<file path="src/rtl/coin_pkg.sv">
// Shared coin encodings and default sizing for the coin acceptor front end.
package coin_pkg;

  typedef enum logic {
    COIN_HALF = 1'b0,
    COIN_ONE  = 1'b1
  } coin_e;

  localparam int DEB_CYCLES_DEF = 4;
  localparam int QDEPTH_DEF     = 4;

endpackage

</file>
<file path="src/rtl/coin_debounce.sv">
// One sensor channel: 2-flop synchroniser, saturating debounce counter and
// rising-edge detect on the filtered level.
module coin_debounce #(
  parameter int DEB_CYCLES = coin_pkg::DEB_CYCLES_DEF
) (
  input  logic clk,
  input  logic rst,
  input  logic raw_i,
  output logic evt_o
);

  logic       meta_q, s_q, f_q, f_d;
  logic [7:0] cnt_q, cnt_d;
  logic       at_lim;

  assign at_lim = (cnt_q == 8'(DEB_CYCLES - 1));

  always_comb begin
    cnt_d = '0;
    f_d   = f_q;
    if (s_q != f_q) begin
      if (at_lim) f_d   = s_q;
      else        cnt_d = cnt_q + 8'd1;
    end
  end

  // The event fires in the cycle whose edge flips f high, so the push lands on that edge.
  assign evt_o = s_q & ~f_q & at_lim;

  always_ff @(posedge clk or posedge rst) begin
    if (rst) begin
      meta_q <= 1'b0;
      s_q    <= 1'b0;
      f_q    <= 1'b0;
      cnt_q  <= '0;
    end else begin
      meta_q <= raw_i;
      s_q    <= meta_q;
      f_q    <= f_d;
      cnt_q  <= cnt_d;
    end
  end

endmodule

</file>
<file path="src/rtl/coin_acceptor.sv">
// Coin acceptor: debounced sensors feed a small coin FIFO that drains one
// d1/d2 pulse per cycle while the vending controller is not holding.
module coin_acceptor
  import coin_pkg::*;
#(
  parameter int DEB_CYCLES = DEB_CYCLES_DEF,
  parameter int QDEPTH     = QDEPTH_DEF,
  localparam int PW        = $clog2(QDEPTH),
  localparam int LW        = $clog2(QDEPTH) + 1
) (
  input  logic          clk,
  input  logic          rst,
  input  logic          coin_half_raw,
  input  logic          coin_one_raw,
  input  logic          hold,
  output logic          d1,
  output logic          d2,
  output logic          coin_reject,
  output logic [LW-1:0] q_level
);

  logic [1:0] raw, evt;
  assign raw = {coin_one_raw, coin_half_raw};

  for (genvar ch = 0; ch < 2; ch++) begin : g_ch
    coin_debounce #(.DEB_CYCLES(DEB_CYCLES)) u_deb (
      .clk  (clk),
      .rst  (rst),
      .raw_i(raw[ch]),
      .evt_o(evt[ch])
    );
  end

  coin_e         mem_q [QDEPTH];
  logic [PW-1:0] rp_q, rp_d, wp_q, wp_d, wp1;
  logic [LW-1:0] level_q, level_d;
  logic [LW:0]   free;
  logic          pop, push_h, push_o, rej_d;
  logic          d1_q, d2_q, rej_q;

  // Pop frees its slot before pushes are judged; half beats one for the last slot.
  always_comb begin
    pop     = !hold && (level_q != '0);
    free    = (LW+1)'(QDEPTH) - (LW+1)'(level_q) + (LW+1)'(pop);
    push_h  = evt[0] && (free != '0);
    push_o  = evt[1] && (free > (LW+1)'(push_h));
    rej_d   = (evt[0] && !push_h) || (evt[1] && !push_o);
    wp1     = wp_q + PW'(push_h);
    wp_d    = wp1 + PW'(push_o);
    rp_d    = rp_q + PW'(pop);
    level_d = level_q - LW'(pop) + LW'(push_h) + LW'(push_o);
  end

  always_ff @(posedge clk) begin
    if (push_h) mem_q[wp_q] <= COIN_HALF;
    if (push_o) mem_q[wp1]  <= COIN_ONE;
  end

  always_ff @(posedge clk or posedge rst) begin
    if (rst) begin
      rp_q    <= '0;
      wp_q    <= '0;
      level_q <= '0;
      d1_q    <= 1'b0;
      d2_q    <= 1'b0;
      rej_q   <= 1'b0;
    end else begin
      rp_q    <= rp_d;
      wp_q    <= wp_d;
      level_q <= level_d;
      d1_q    <= pop && (mem_q[rp_q] == COIN_HALF);
      d2_q    <= pop && (mem_q[rp_q] == COIN_ONE);
      rej_q   <= rej_d;
    end
  end

  assign d1          = d1_q;
  assign d2          = d2_q;
  assign coin_reject = rej_q;
  assign q_level     = level_q;

endmodule

</file>
<file path="config.mk">
export PLATFORM = sky130hd
export DESIGN_NAME = coin_acceptor
export DESIGN_NICKNAME = d
export VERILOG_FILES = /design/src/rtl/coin_pkg.sv /design/src/rtl/coin_debounce.sv /design/src/rtl/coin_acceptor.sv
export SDC_FILE = /design/constraint.sdc
export NUM_CORES = 1
export LEC_CHECK = 0
export ABC_AREA = 0
export BUFFER_PORTS_ARGS = -buffer_cell sky130_fd_sc_hd__buf_2
export CAP_MARGIN = 40
export CORE_ASPECT_RATIO = 1.25
export CORE_UTILIZATION = 53
export CTS_CLUSTER_DIAMETER = 120
export CTS_CLUSTER_SIZE = 16
export DETAILED_ROUTE_END_ITERATION = 10
export HOLD_SLACK_MARGIN = 0.08
export PLACE_DENSITY_LB_ADDON = 0.05
export SLEW_MARGIN = 40
export SYNTH_ARGS = -nofsm -noshare
export SYNTH_HDL_FRONTEND = slang
export SYNTH_HIERARCHICAL = 1
export SYNTH_SLANG_ARGS = --single-unit
</file>
<file path="constraint.sdc">
create_clock -name clk -period 3.4 [get_ports clk]
set_clock_uncertainty 0.15 [all_clocks]
set_input_delay 0.68 -clock clk [delete_from_list [all_inputs] [get_ports clk]]
set_output_delay 0.68 -clock clk [all_outputs]
set_load 0.05 [all_outputs]
</file>
**Word level (Yosys, flattened, before mapping)**

Memories as Yosys holds them, arrays and structs flattened.
Cells that the tools add are included.

- Bits in writable memories: 4
- Memories kept: 1
- Input port bits: 5
- Flip-flop bits (word level): 32
- Logic and storage cells: 60
- Output and inout bits: 6

Memories:

| name | depth | width | read ports | clocked after Yosys merged registers in | write ports | line | source |
|---|---|---|---|---|---|---|---|
| mem_q | 4 | 1 | 1 | 0 | 2 | coin_acceptor.sv:34 | `coin_e mem_q [QDEPTH];` |

- Order comparisons: 1
- Add/sub/neg operators: 10
- Reduce and logical (&&, ||, !) cells: 15
- Equal/unequal tests: 4
- Multiplexer cells: 8
- Bitwise operators: 7

Operators with widths:

| kind | count |
|---|---|
| $mux W8 | 4 |
| $add A8 B1 Y8 const B | 2 |
| $eq A8 B2 Y1 const B | 2 |
| $logic_and A1 B1 Y1 | 7 |
| $add A2 B1 Y2 | 3 |
| $add A3 B1 Y3 | 2 |
| $add A4 B1 Y4 | 1 |
| $and A1 B1 Y1 | 4 |
| $gt A4 B1 Y1 | 1 |
| $mux W1 | 4 |
| $reduce_and A2 Y1 | 2 |
| $reduce_bool A4 Y1 | 1 |
| $sub A3 B3 Y4 const A | 1 |
| $logic_not A1 Y1 | 3 |
| $not A1 Y1 | 3 |
| $reduce_bool A3 Y1 | 1 |
| $sub A3 B1 Y3 | 1 |
| $ne A1 B1 Y1 | 2 |
| $logic_or A1 B1 Y1 | 1 |

**Longest topological paths before layout**

Gate-level depths: netlist of run 1.

- Depth after elaboration: 10
- Gate-level depth with buffers: 15
- Depth with buffers taken out: 15

**Hierarchy**

Netlist of run 1, hierarchy kept.

Modules (own cells, without submodules):

| module | area an instance (um^2) | cells an instance | seq. area each (um^2) | times used |
|---|---|---|---|---|
| coin_acceptor | 757.0 | 66 | 330.3 | 1 |
| coin_debounce (g_ch[1].u_deb) | 530.5 | 48 | 275.3 | 1 |
| coin_debounce (g_ch[0].u_deb) | 524.3 | 47 | 275.3 | 1 |

**Worst setup path after synthesis of run 1**

Ideal clock, no wire load.

- Kind: flip-flop to flip-flop
- From: register level_q[2], in the netlist q_level[2]
- To: register level_q[2], in the netlist q_level[2]
- Required time: 3.128 ns
- Library setup time: 0.122 ns
- Period minus slack after synthesis: 3.995 ns
- Path slack: -0.595 ns
- Path buffers: 0
- Stages on the path, launching flop included: 16
- Arrival time: 3.723 ns
- Cells stage by stage: dfrtp_1 -> nor3_1 -> nor2_1 -> inv_1 -> ha_1 -> inv_1 -> ha_1 -> nand4b_1 -> a311oi_4 -> inv_1 -> ha_1 -> nor3b_1 -> a311o_1 -> fa_1 -> fa_1 -> xor2_1

- Longest elaborated chain between the ends: 8
- Elaborated cells between the ends (all ways): 11
- Classes of those cells: add/sub: 5; order compare: 1; reduce/logical: 5

RTL lines:

| what | line | source |
|---|---|---|
| start, declared | coin_acceptor.sv:36 | `logic [LW-1:0] level_q, level_d;` |
| start signal, assigned | coin_acceptor.sv:70 | `level_q <= level_d;` |
| branches (longest 7 deep; another with $sub A3 B3 Y4) | n/a |  |
| $add A3 B1 Y3 (*) | coin_acceptor.sv:51 | `level_d = level_q - LW'(pop) + LW'(push_h) + LW'(push_o);` |
| named net level_d[2] | coin_acceptor.sv:36 |  |

Mark *: on every way through the listed nets, which the timed path passes.
A chain may end at the register's enable or synchronous reset.

**Final worst setup path of run 1**

- From: register level_q[1], in the netlist q_level[1]
- To: register level_q[2], in the netlist q_level[2]

The elaborated chain is that of the path after synthesis.

==> run_results.csv, run 1 <==
group,metric,value,unit
run_status,status,"finished, final reports clean",
sta,fmax,298,MHz
pwr,pwr-share-clk,0.183,
clocking,cts.sinks,36,
yosys,seq_area_frac_synth,0.486,
detailed_routing,wl_per_cell,13.4,µm
clocking,clkTransAtPathRegs,0.07,ns
clocking,insertion_delay,0.28,ns
floorplan,initial_core_util,0.562,
clocking,htree_levels,2,
clocking,cts_buffers,5,
yosys,synth.area.top_cells,"dfrtp_1 (44%), ha_1 (9.7%), dfxtp_1 (4.4%)",
hold_path,min_path_type,"reg2reg",
clocking,cts_tree,"done",
placement,place_ws,-0.285,ns
floorplan,die_area,3660,µm²
final_layout,fin_area,2210,µm²
sta,rsz0062_at_grt,"yes",
clocking,cts_root_buf,"clkbuf_8",
grt,grt_busiest_layer,"met2",
floorplan,rows,23,
yosys,synth_top_area_share,0.442,
pwr,leakage,0.996,nW
placement,portBuffers,10,
critical_path,cp-end-kind,"flip-flop",
final_layout,final_common_cell,"dfrtp_1",
pwr,p_switching,0.676,mW
yosys,netlist_instances,161,
yosys,synth_cell_types,36,
floorplan,die_h,67.4,µm
placement,dpl-instance-area,2080,µm²
yosys,ys_warn_count,6,
pwr,power_frac_seq,0.363,
floorplan,die_x,54.3,µm
grt,grtUsageMet3,0.0608,
critical_path,required,3.43,ns
floorplan,io_pins,11,
sta,period_share,0.985,
clocking,clockBufferDepth,2,
yosys,yosysTopAreaCell,"dfrtp_1",
critical_path,crit_path_start_kind,"flip-flop",
sta,maxSlewHeadroom,0.683,
yosys,syn-num-nets,182,
grt,grt_pass1_wl,5380,µm
final_layout,nets,216,
grt,gr-total-overflow,0,
yosys,synth-async-reset-ratio,0.889,
yosys,synth_edf_count,0,
pwr,p_comb_frac,0.453,
placement,gp_congestion,0.826,
grt,grt_usage,0.209,
pwr,ir_worst_vdd,0.536,mV
clocking,hold_buffers,0,
detailed_routing,drt_iter0_drc,25,
grt,antenna_found_initial,0,
detailed_routing,vias,1265,
pwr,p_int,1.10,mW
detailed_routing,drc_errors,0,
critical_path,crit_path_max_fanout,2,
final_layout,drive_gt1_frac,0.321,
floorplan,core_area,3220,µm²
final_layout,diodes,0,
critical_path,cp.arrival,3.38,ns
sta,setup_viol,0,
grt,grt_max_degree,12,
final_layout,final_cell_mix,"dfrtp_1 (29), buf_4 (19), inv_1 (11), ha_1 (11), buf_2 (10)",
yosys,syn_area_per_cell,11.3,µm²
final_layout,syn_to_final_growth,22.2,%
sta,slew_viol_final,0,
yosys,synth_ff_type,"dfrtp_1",
yosys,synth_area,1810,µm²
pwr,sw_frac_of_total,0.380,
detailed_routing,drtPass1Iterations,4,
critical_path,worstSetupPathType,"reg2reg",
job,cap_violations,0,
detailed_routing,drt_wl_total,3110,µm
placement,dpl.hpwl,2330,µm
sta,worst_slew_pin_slew,0.471,ns
grt,grt_util_met1,0.235,
sta,fin_ws,0.0496,ns
pwr,p_per_area,804,nW/µm²
grt,gr-usage-met2,0.363,
detailed_routing,viasPerCell,5.43,
yosys,ys_ff_latch,36,
grt,grt_pass1_vias,1302,
sta,hold_viol,0,
sta,fin_crit,3.35,ns
detailed_routing,final_antenna_net_count,0,
-- power groups by stage --
stage          logic [mW]  registers [mW]  clock network (mW)
3_3_place_gp        0.756           0.650                   0
2_1_floorplan       0.423           0.763                   0
3_5_place_dp        0.775           0.656                   0
6_report            0.807           0.647               0.326
4_1_cts             0.793           0.648               0.340
5_1_grt             0.906           0.667               0.358
-- worst max-delay path, cell delays in order (launching register included) --
cell and delay [ns]:
dfrtp_2 0.43, nor3_4 0.22, nor2_4 0.05, inv_2 0.07, ha_4 0.12, inv_2 0.04
ha_4 0.15, or2_4 0.24, a311oi_4 0.24, inv_2 0.08, ha_4 0.28, nor3b_2 0.04
a311o_1 0.31, fa_2 0.35, fa_2 0.34, xor2_1 0.14
-- routing by layer --
layer	share of wire	routed length, µm
met1	0.42	1310
met2	0.54	1670
met3	0.032	98
met4	0.011	33
met5	0	0
-- stage by stage --
| step | total power, mW | setup TNS [ns] | hold slack (ns) | instances | util |
|---|---|---|---|---|---|
| after CTS | 1.78 | -0.0505 | 0.200 | 233 | 0.681 |
| after global routing | 1.93 | -0.135 | 0.215 | 233 | 0.687 |
| after floorplan | 1.19 | -0.441 | 0.181 | 161 | - |
| after global placement | 1.41 | -0.450 | 0.185 | 223 | 0.646 |
| after detailed placement | 1.43 | -0.559 | 0.185 | 223 | 0.646 |
| final | 1.78 | 0 | 0.198 | 233 | 0.687 |
-- logic make-up (layout without fill, tap and decap cells) --
family / count (synthesis) / after routing / synth area share
AOI/OAI and AO/OA: 24 / 24 / 0.0863
xor gates and xnor gates: 11 / 11 / 0.0532
adders and majority gates: 16 / 16 / 0.119
buffers and inverters: 16 / 51 / 0.0332
DFF: 36 / 36 / 0.486
muxes: 3 / 3 / 0.0249
and+or+nand+nor: 55 / 55 / 0.198
-- flip-flops by register name, indices dropped and copies added (netlist names) --
signal             count
q_level                3
d1                     1
rp_q                   2
wp_q                   2
g_ch.u_deb/f_q         2
g_ch.u_deb/s_q         2
mem_q                  4
g_ch.u_deb/meta_q      2
coin_reject            1
g_ch.u_deb/cnt_q      16
d2                     1
-- synthesized netlist by cell type, types with 2 or more instances --
cell and instances:
or4_4 2, nor3_1 5, o21ai_0 8, a21oi_1 6, dfrtp_1 32, nor4_4 2, or3_1 6, mux2_1 2
o21ai_1 5, nor2_1 6, nor3b_1 3, nand2b_1 3, and2_1 4, nand3_1 8, clkbuf_1 2, xnor2_1 4
fa_1 2, ha_1 14, inv_1 14, dfxtp_1 4, xor2_1 7, nand2_1 7, nand4_1 2
-- worst paths after layout --
kind	slack, ns	to	startpoint	cells past startpoint
min reg2reg	0.20	g_ch[0].u_deb/s_q$_DFF_PP0_	g_ch[0].u_deb/meta_q$_DFF_PP0_	0
max	0.05	q_level[2]$_DFF_PP0_	q_level[1]$_DFF_PP0_	15
min in group asynchronous	0.25	d1$_DFF_PP0_	rst	2
min	0.20	g_ch[0].u_deb/s_q$_DFF_PP0_	g_ch[0].u_deb/meta_q$_DFF_PP0_	0
max reg2reg	0.05	q_level[2]$_DFF_PP0_	q_level[1]$_DFF_PP0_	15
max in group asynchronous	2.55	g_ch[0].u_deb/cnt_q[6]$_DFF_PP0_	rst	2
-- what timing repair did --
item / 4_1_cts / 5_1_grt
endpoints found under the setup margin: 2 / 2
hold endpoints to repair: 0 / 0
setup buffers: 2 / 0
pin swaps: 3 / 3
gates resized for setup: 0 / 3
-- layout make-up --
class	count	area [µm²]
Fill cell	242	1010
Multi-Input combinational cell	109	937
Sequential cell	36	885
Timing Repair Buffer	29	193
Clock buffer	8	100
Inverter	14	52.6
Tap cell	37	46.3
Power figures use the tool's default switching activity.
==> run 2, diff against run 1 <==
--- a/config.mk
+++ b/config.mk
@@ -18,5 +18,4 @@
 export SLEW_MARGIN = 40
 export SYNTH_ARGS = -nofsm -noshare
 export SYNTH_HDL_FRONTEND = slang
-export SYNTH_HIERARCHICAL = 1
 export SYNTH_SLANG_ARGS = --single-unit
==> run 2 against run 1 <==
  * Largest cell class is now sequential cells
  * Sequential power about the same
  * Combinational power fell by 6.6%
  * Critical path type unchanged
  * Routed wire length down 2.9%
  * Synthesized cell count shrank 8.1%
  * Via count is 7.7% lower
==> run_results.csv, run 2 <==
group,metric,value,unit
final_layout,fillers,234,
floorplan,io_pins,11,
sta,tns,0,ns
detailed_routing,drt_iter0_drc,11,
clocking,hold_buffers,0,
final_layout,largest_reg_flops,16,
sta,rsz0062_at_grt,"yes",
pwr,p_switching,0.655,mW
pwr,sw_frac_of_total,0.400,
hold_path,whs_path_depth,0,
grt,grt_util_met1,0.211,
detailed_routing,wl_per_cell,14.2,µm
yosys,synth_top_area_share,0.471,
placement,dpl.hpwl,2240,µm
floorplan,die_area,3440,µm²
final_layout,syn_to_final_growth,18.7,%
sta,period_share,0.975,
grt,gr-total-overflow,0,
yosys,ys_ff_latch,36,
floorplan,initial_core_util,0.567,
placement,place_ws,-0.0734,ns
critical_path,required,3.48,ns
clocking,clockBufferDepth,2,
pwr,p_int,0.982,mW
sta,maxSlewHeadroom,0.729,
detailed_routing,viasPerCell,5.48,
sta,fmax,302,MHz
detailed_routing,final_antenna_net_count,0,
yosys,synth_ff_type,"dfrtp_1",
placement,portBuffers,10,
sta,setup_viol,0,
yosys,synth_cell_types,33,
pwr,pwr-share-clk,0.143,
clocking,cts_resized,0,
grt,grt_busiest_layer,"met2",
sta,hold_viol,0,
clocking,cts_tree,"done",
yosys,synth_edf_count,0,
yosys,yosysMostFrequentCell,"dfrtp_1",
yosys,synth_area,1700,µm²
grt,antenna_found_initial,0,
grt,grt_usage,0.210,
grt,grt_pass1_vias,1265,
critical_path,rr_worst_depth,17,
critical_path,slowest_stage,"dfrtp_2",
critical_path,cpMostUsedCell,"inv_2",
floorplan,die_x,52.7,µm
placement,place_inst,203,
final_layout,final_cell_mix,"dfrtp_1 (29), nor2_1 (18), buf_4 (12), xor2_1 (11)",
final_layout,fin_cells,213,
critical_path,cp-end-kind,"flip-flop",
pwr,leakage,0.955,nW
critical_path,worstSetupPathType,"reg2reg",
job,cap_violations,0,
hold_path,holdPathEnd,"g_ch[1].u_deb.s_q$_DFF_PP0_",
pwr,power_frac_seq,0.397,
sta,slew_viol_final,0,
critical_path,r2r_end,"q_level[2]$_DFF_PP0_",
floorplan,core_area,3000,µm²
sta,worst_slew_pin_slew,0.407,ns
final_layout,drive_gt1_frac,0.316,
sta,holdWs,0.204,ns
yosys,synth_common_cells,"dfrtp_1 (32), nor2_1 (20), ha_1 (12)",
critical_path,crit_path_start_kind,"flip-flop",
placement,dpl-instance-area,1940,µm²
pwr,ir_worst_vdd,0.525,mV
clocking,cts_setup_buffers,0,
final_layout,diodes,0,
detailed_routing,vias,1167,
detailed_routing,drc_errors,0,
yosys,synth.area.top_cells,"dfrtp_1 (47%), ha_1 (8.8%), xor2_1 (5.7%)",
yosys,syn-num-nets,167,
final_layout,final_util,0.673,
yosys,yosysTopAreaCell,"dfrtp_1",
grt,grtUsageMet3,0.0556,
clocking,insertion_delay,0.34,ns
yosys,netlist_instances,148,
sta,fin_ws,0.0859,ns
critical_path,critPathMaxStageDelay,0.43,ns
final_layout,fin_area,2020,µm²
clocking,cts_buffers,5,
critical_path,cp.arrival,3.40,ns
clocking,htree_levels,2,
hold_path,min_path_type,"reg2reg",
critical_path,crit_path_max_fanout,2,
pwr,p_per_area,811,nW/µm²
final_layout,nets,195,
pwr,power,1.64,mW
critical_path,r2r-start,"q_level[0]$_DFF_PP0_",
floorplan,rows,22,
clocking,clkTransAtPathRegs,0.10,ns
clocking,cts.sinks,36,
detailed_routing,drtPass1Iterations,4,
yosys,ys_warn_count,0,
clocking,cts_root_buf,"clkbuf_4",
placement,gp_congestion,0.810,
detailed_routing,drt_wl_total,3020,µm
pwr,p_comb_frac,0.460,
grt,grt_pass1_wl,5080,µm
critical_path,r2r_slack,0.09,ns
floorplan,die_h,65.3,µm
yosys,synth-async-reset-ratio,0.889,
yosys,seq_area_frac_synth,0.518,
critical_path,path_cells,"nor3_4, nor2_4, inv_2, ha_4, inv_2, ha_4, or2_4, a21oi_4, nor2_2, ha_1, nor2_1, a211o_1, nand3_2, inv_2, fa_2, fa_2, xor2_1",
run_status,status,"finished, final reports clean",
grt,gr-usage-met2,0.370,
sta,fin_crit,3.31,ns
hold_path,min_from,"g_ch[1].u_deb.meta_q$_DFF_PP0_",
grt,grt_max_degree,33,
yosys,syn_area_per_cell,11.5,µm²
final_layout,top_register,"g_ch.u_deb.cnt_q",
final_layout,final_common_cell,"dfrtp_1",
==> run 2: cell count changes in the layout (fill, tap and decap cells not counted), moves of 5 or more <==
| cell | before | now |
|---|---|---|
| o21ai_0 | 8 | 2 |
| nor2_1 | 5 | 18 |
| clkbuf_4 | 0 | 5 |
| clkbuf_8 | 7 | 1 |
| or3_1 | 6 | 0 |
| o21ai_1 | 5 | 0 |
| buf_4 | 19 | 12 |
| a21oi_1 | 6 | 0 |
==> run 2: worst max-delay path: cells and delay by family, from the launching register on <==
kind                       cells  cell delay [ns]
buffers and inverters          3             0.15
AOI/OAI and AO/OA              2             0.40
and+or+nand+nor                6             0.73
adders and majority gates      5             1.20
DFF                            1             0.43
xor gates and xnor gates       1             0.14
==> run 2: cell type report <==
type	instances	area (µm²)	area share
Sequential cell	36	885	0.438
Clock inverter	2	10.0	0.00496
Clock buffer	6	51.3	0.0254
Multi-Input combinational cell	101	850	0.421
Tap cell	36	45.0	0.0223
Inverter	10	37.5	0.0186
Timing Repair Buffer	22	140	0.0694
==> run 2: power by group through the flow <==
| stage | Clock, mW | Sequential (mW) | Combinational (mW) |
|---|---|---|---|
| after floorplan | 0 | 0.748 | 0.454 |
| after global placement | 0 | 0.651 | 0.708 |
| after detailed placement | 0 | 0.660 | 0.747 |
| after CTS | 0.245 | 0.651 | 0.751 |
| after global routing | 0.263 | 0.669 | 0.838 |
| final | 0.234 | 0.650 | 0.754 |
==> run 2: worst max path at each step <==
stage                         start                    to  slack [ns]  cells after the start
3_5_place_dp                   hold  q_level[2]$_DFF_PP0_       -0.07                     17
2_1_floorplan  q_level[2]$_DFF_PP0_  q_level[2]$_DFF_PP0_       -0.05                     17
3_3_place_gp                   hold  q_level[2]$_DFF_PP0_      -0.002                     17
4_1_cts        q_level[2]$_DFF_PP0_  q_level[2]$_DFF_PP0_        0.02                     17
5_1_grt        q_level[0]$_DFF_PP0_  q_level[2]$_DFF_PP0_       -0.04                     17
6_report       q_level[0]$_DFF_PP0_  q_level[2]$_DFF_PP0_        0.09                     17
==> run 2: cell families (layout without fill, tap and decap cells) <==
logic type               count (synthesis)  count (layout)  share of synthesized area
AND/OR/NAND/NOR                         56              56                      0.182
buffers and inverters                   11              40                     0.0250
multiplexers                             3               3                     0.0265
flip-flops                              36              36                      0.518
AO/OA/AOI/OAI                           11              11                     0.0486
adder cells (fa/ha/maj)                 14              14                      0.112
XOR/XNOR                                17              17                     0.0876
==> run 2: metal layers <==
layer,vias to the layer above,share of wire
li1,562,-
met1,570,0.40
met2,22,0.53
met3,13,0.029
met4,0,0.035
met5,-,0
==> run 3, diff against run 2 <==
--- a/config.mk
+++ b/config.mk
@@ -9,6 +9,7 @@
 export BUFFER_PORTS_ARGS = -buffer_cell sky130_fd_sc_hd__buf_2
 export CAP_MARGIN = 40
 export CORE_ASPECT_RATIO = 1.25
+export CORE_MARGIN = 3
 export CORE_UTILIZATION = 53
 export CTS_CLUSTER_DIAMETER = 120
 export CTS_CLUSTER_SIZE = 16
==> run 3 against run 2 <==
  * Worst hold slack worse by 0.0012 ns
  * Count of clock-buffer cells in the layout up 1
  * Critical endpoint unchanged
  * Worst setup slack gained 0.0076 ns
  * Core utilization up 1.4 points
  * Via count shrank 1.3%
  * Largest power group unchanged
  * First-iteration DRC count up 100%
  * Routed wire length down 1.1%
  * Fmax increased by 0.23%
  * Highest routed layer unchanged
  * Design area is 2.0% higher
==> run_results.csv, run 3 (synthesis gave the netlist of run 2 again) <==
group,metric,value,unit
floorplan,die_area,3930,µm²
hold_path,min_path_type,"in2async",
clocking,clkTransAtPathRegs,0.11,ns
critical_path,rr_worst_depth,17,
grt,grt_pass1_wl,5540,µm
critical_path,worstSetupPathType,"reg2reg",
final_layout,final_common_cell,"dfrtp_1",
critical_path,cp-end-kind,"flip-flop",
critical_path,cp.arrival,3.38,ns
placement,gp_congestion,0.739,
critical_path,crit_path_start_kind,"flip-flop",
floorplan,rows,22,
sta,fmax,302,MHz
critical_path,r2r_slack,0.09,ns
grt,grt_usage,0.182,
sta,setup_viol,0,
clocking,clockBufferDepth,2,
clocking,cts_resized,0,
detailed_routing,drt_wl_total,2990,µm
grt,antenna_found_initial,0,
clocking,cts_buffers,5,
detailed_routing,final_antenna_net_count,0,
critical_path,r2r-start,"q_level[0]$_DFF_PP0_",
grt,grt_pass1_vias,1249,
final_layout,fillers,237,
clocking,cts_root_buf,"clkbuf_4",
critical_path,required,3.48,ns
floorplan,die_x,56.7,µm
detailed_routing,wl_per_cell,14.0,µm
detailed_routing,vias,1152,
sta,holdWs,0.203,ns
sta,slew_viol_final,0,
placement,dpl.hpwl,2290,µm
clocking,cts_tree,"done",
detailed_routing,drtPass1Iterations,3,
floorplan,core_area,3000,µm²
sta,maxSlewHeadroom,0.668,
final_layout,final_cell_mix,"dfrtp_1 (29), nor2_1 (18), buf_4 (13), xor2_1 (11)",
detailed_routing,drt_iter0_drc,22,
sta,worst_slew_pin_slew,0.498,ns
critical_path,critPathMaxStageDelay,0.44,ns
sta,fin_crit,3.31,ns
placement,portBuffers,10,
floorplan,io_pins,11,
grt,grt_max_degree,25,
final_layout,diodes,0,
sta,rsz0062_at_grt,"yes",
clocking,hold_buffers,0,
detailed_routing,viasPerCell,5.38,
grt,gr-total-overflow,0,
job,cap_violations,0,
detailed_routing,drc_errors,0,
critical_path,cp-startpoint,"q_level[0]$_DFF_PP0_",
critical_path,cpMostUsedCell,"inv_2",
floorplan,initial_core_util,0.567,
floorplan,die_h,69.3,µm
sta,period_share,0.973,
clocking,insertion_delay,0.34,ns
critical_path,crit_path_max_fanout,2,
placement,place_ws,-0.0642,ns
pwr,leakage,0.973,nW
clocking,htree_levels,2,
pwr,p_per_area,838,nW/µm²
placement,dpl-instance-area,1940,µm²
critical_path,path_cells,"nor3_4, nor2_4, inv_2, ha_4, inv_2, ha_4, or2_4, a21oi_4, nor2_2, ha_1, nor2_1, a211o_1, nand3_2, inv_2, fa_2, fa_2, xor2_1",
final_layout,fin_area,2060,µm²
final_layout,drive_gt1_frac,0.326,
pwr,ir_worst_vdd,0.605,mV
clocking,cts.sinks,36,
sta,hold_viol,0,
final_layout,nets,196,
sta,fin_ws,0.0935,ns
critical_path,r2r_end,"q_level[2]$_DFF_PP0_",
run_status,status,"finished, final reports clean",
final_layout,largest_reg_flops,16,
final_layout,top_register,"g_ch.u_deb.cnt_q",
final_layout,syn_to_final_growth,21.1,%
critical_path,slowest_stage,"dfrtp_2",
[run 3: area by class of cell]
cell class / instances / area (µm²) / share of cell area
clock inverter: 1 / 30.0 / 0.0146
timing repair buffer: 23 / 148 / 0.0717
clock buffer: 7 / 65.1 / 0.0316
inverter: 10 / 37.5 / 0.0182
tap: 36 / 45.0 / 0.0219
multi-input combinational: 101 / 850 / 0.413
sequential: 36 / 885 / 0.430
[run 3: how the worst max path moves through the flow]
| stage | endpoint | slack [ns] | depth (start not counted) |
|---|---|---|---|
| 5_1_grt | q_level[2]$_DFF_PP0_ | -0.05 | 17 |
| 2_1_floorplan | q_level[2]$_DFF_PP0_ | -0.05 | 17 |
| 6_report | q_level[2]$_DFF_PP0_ | 0.09 | 17 |
| 3_3_place_gp | q_level[2]$_DFF_PP0_ | -0.002 | 17 |
| 3_5_place_dp | q_level[2]$_DFF_PP0_ | -0.06 | 17 |
| 4_1_cts | q_level[2]$_DFF_PP0_ | 0.03 | 17 |
[run 3: through the flow]
stage | instances | TNS, ns | total power, mW | utilization
final | 214 | 0 | 1.73 | 0.686
after global routing | 214 | -0.0860 | 1.87 | 0.686
after CTS | 211 | 0 | 1.74 | 0.679
after detailed placement | 203 | -0.102 | 1.40 | 0.647
after global placement | 203 | -0.00179 | 1.36 | 0.647
after floorplan | 148 | -0.0760 | 1.20 | -
[run 3: where the power goes]
group | total, mW | internal, mW | switching [mW]
clock network | 0.334 | 0.195 | 0.138
logic | 0.743 | 0.332 | 0.412
registers | 0.650 | 0.551 | 0.0987
[run 3: metal layers]
layer | global-route usage | share of wire | vias up
met1 | 0.207 | 0.38 | 561
met5 | 0 | 0 | -
li1 | - | - | 564
met2 | 0.310 | 0.55 | 18
met3 | 0.0503 | 0.033 | 9
met4 | 0.0897 | 0.029 | 0
[run 3: critical path, delay by kind of cell (launching register included)]
| kind | cells | cell delay, ns |
|---|---|---|
| simple gates | 6 | 0.75 |
| fa+ha+maj | 5 | 1.19 |
| xor+xnor | 1 | 0.14 |
| flops | 1 | 0.44 |
| buf+inv | 3 | 0.15 |
| compound gates | 2 | 0.36 |
[run 3: timing repair]
| item | in CTS | in global routing |
|---|---|---|
| hold endpoints to repair | 0 | 0 |
| setup endpoints to repair | 0 | 2 |
| buffers inserted | 0 | 3 |
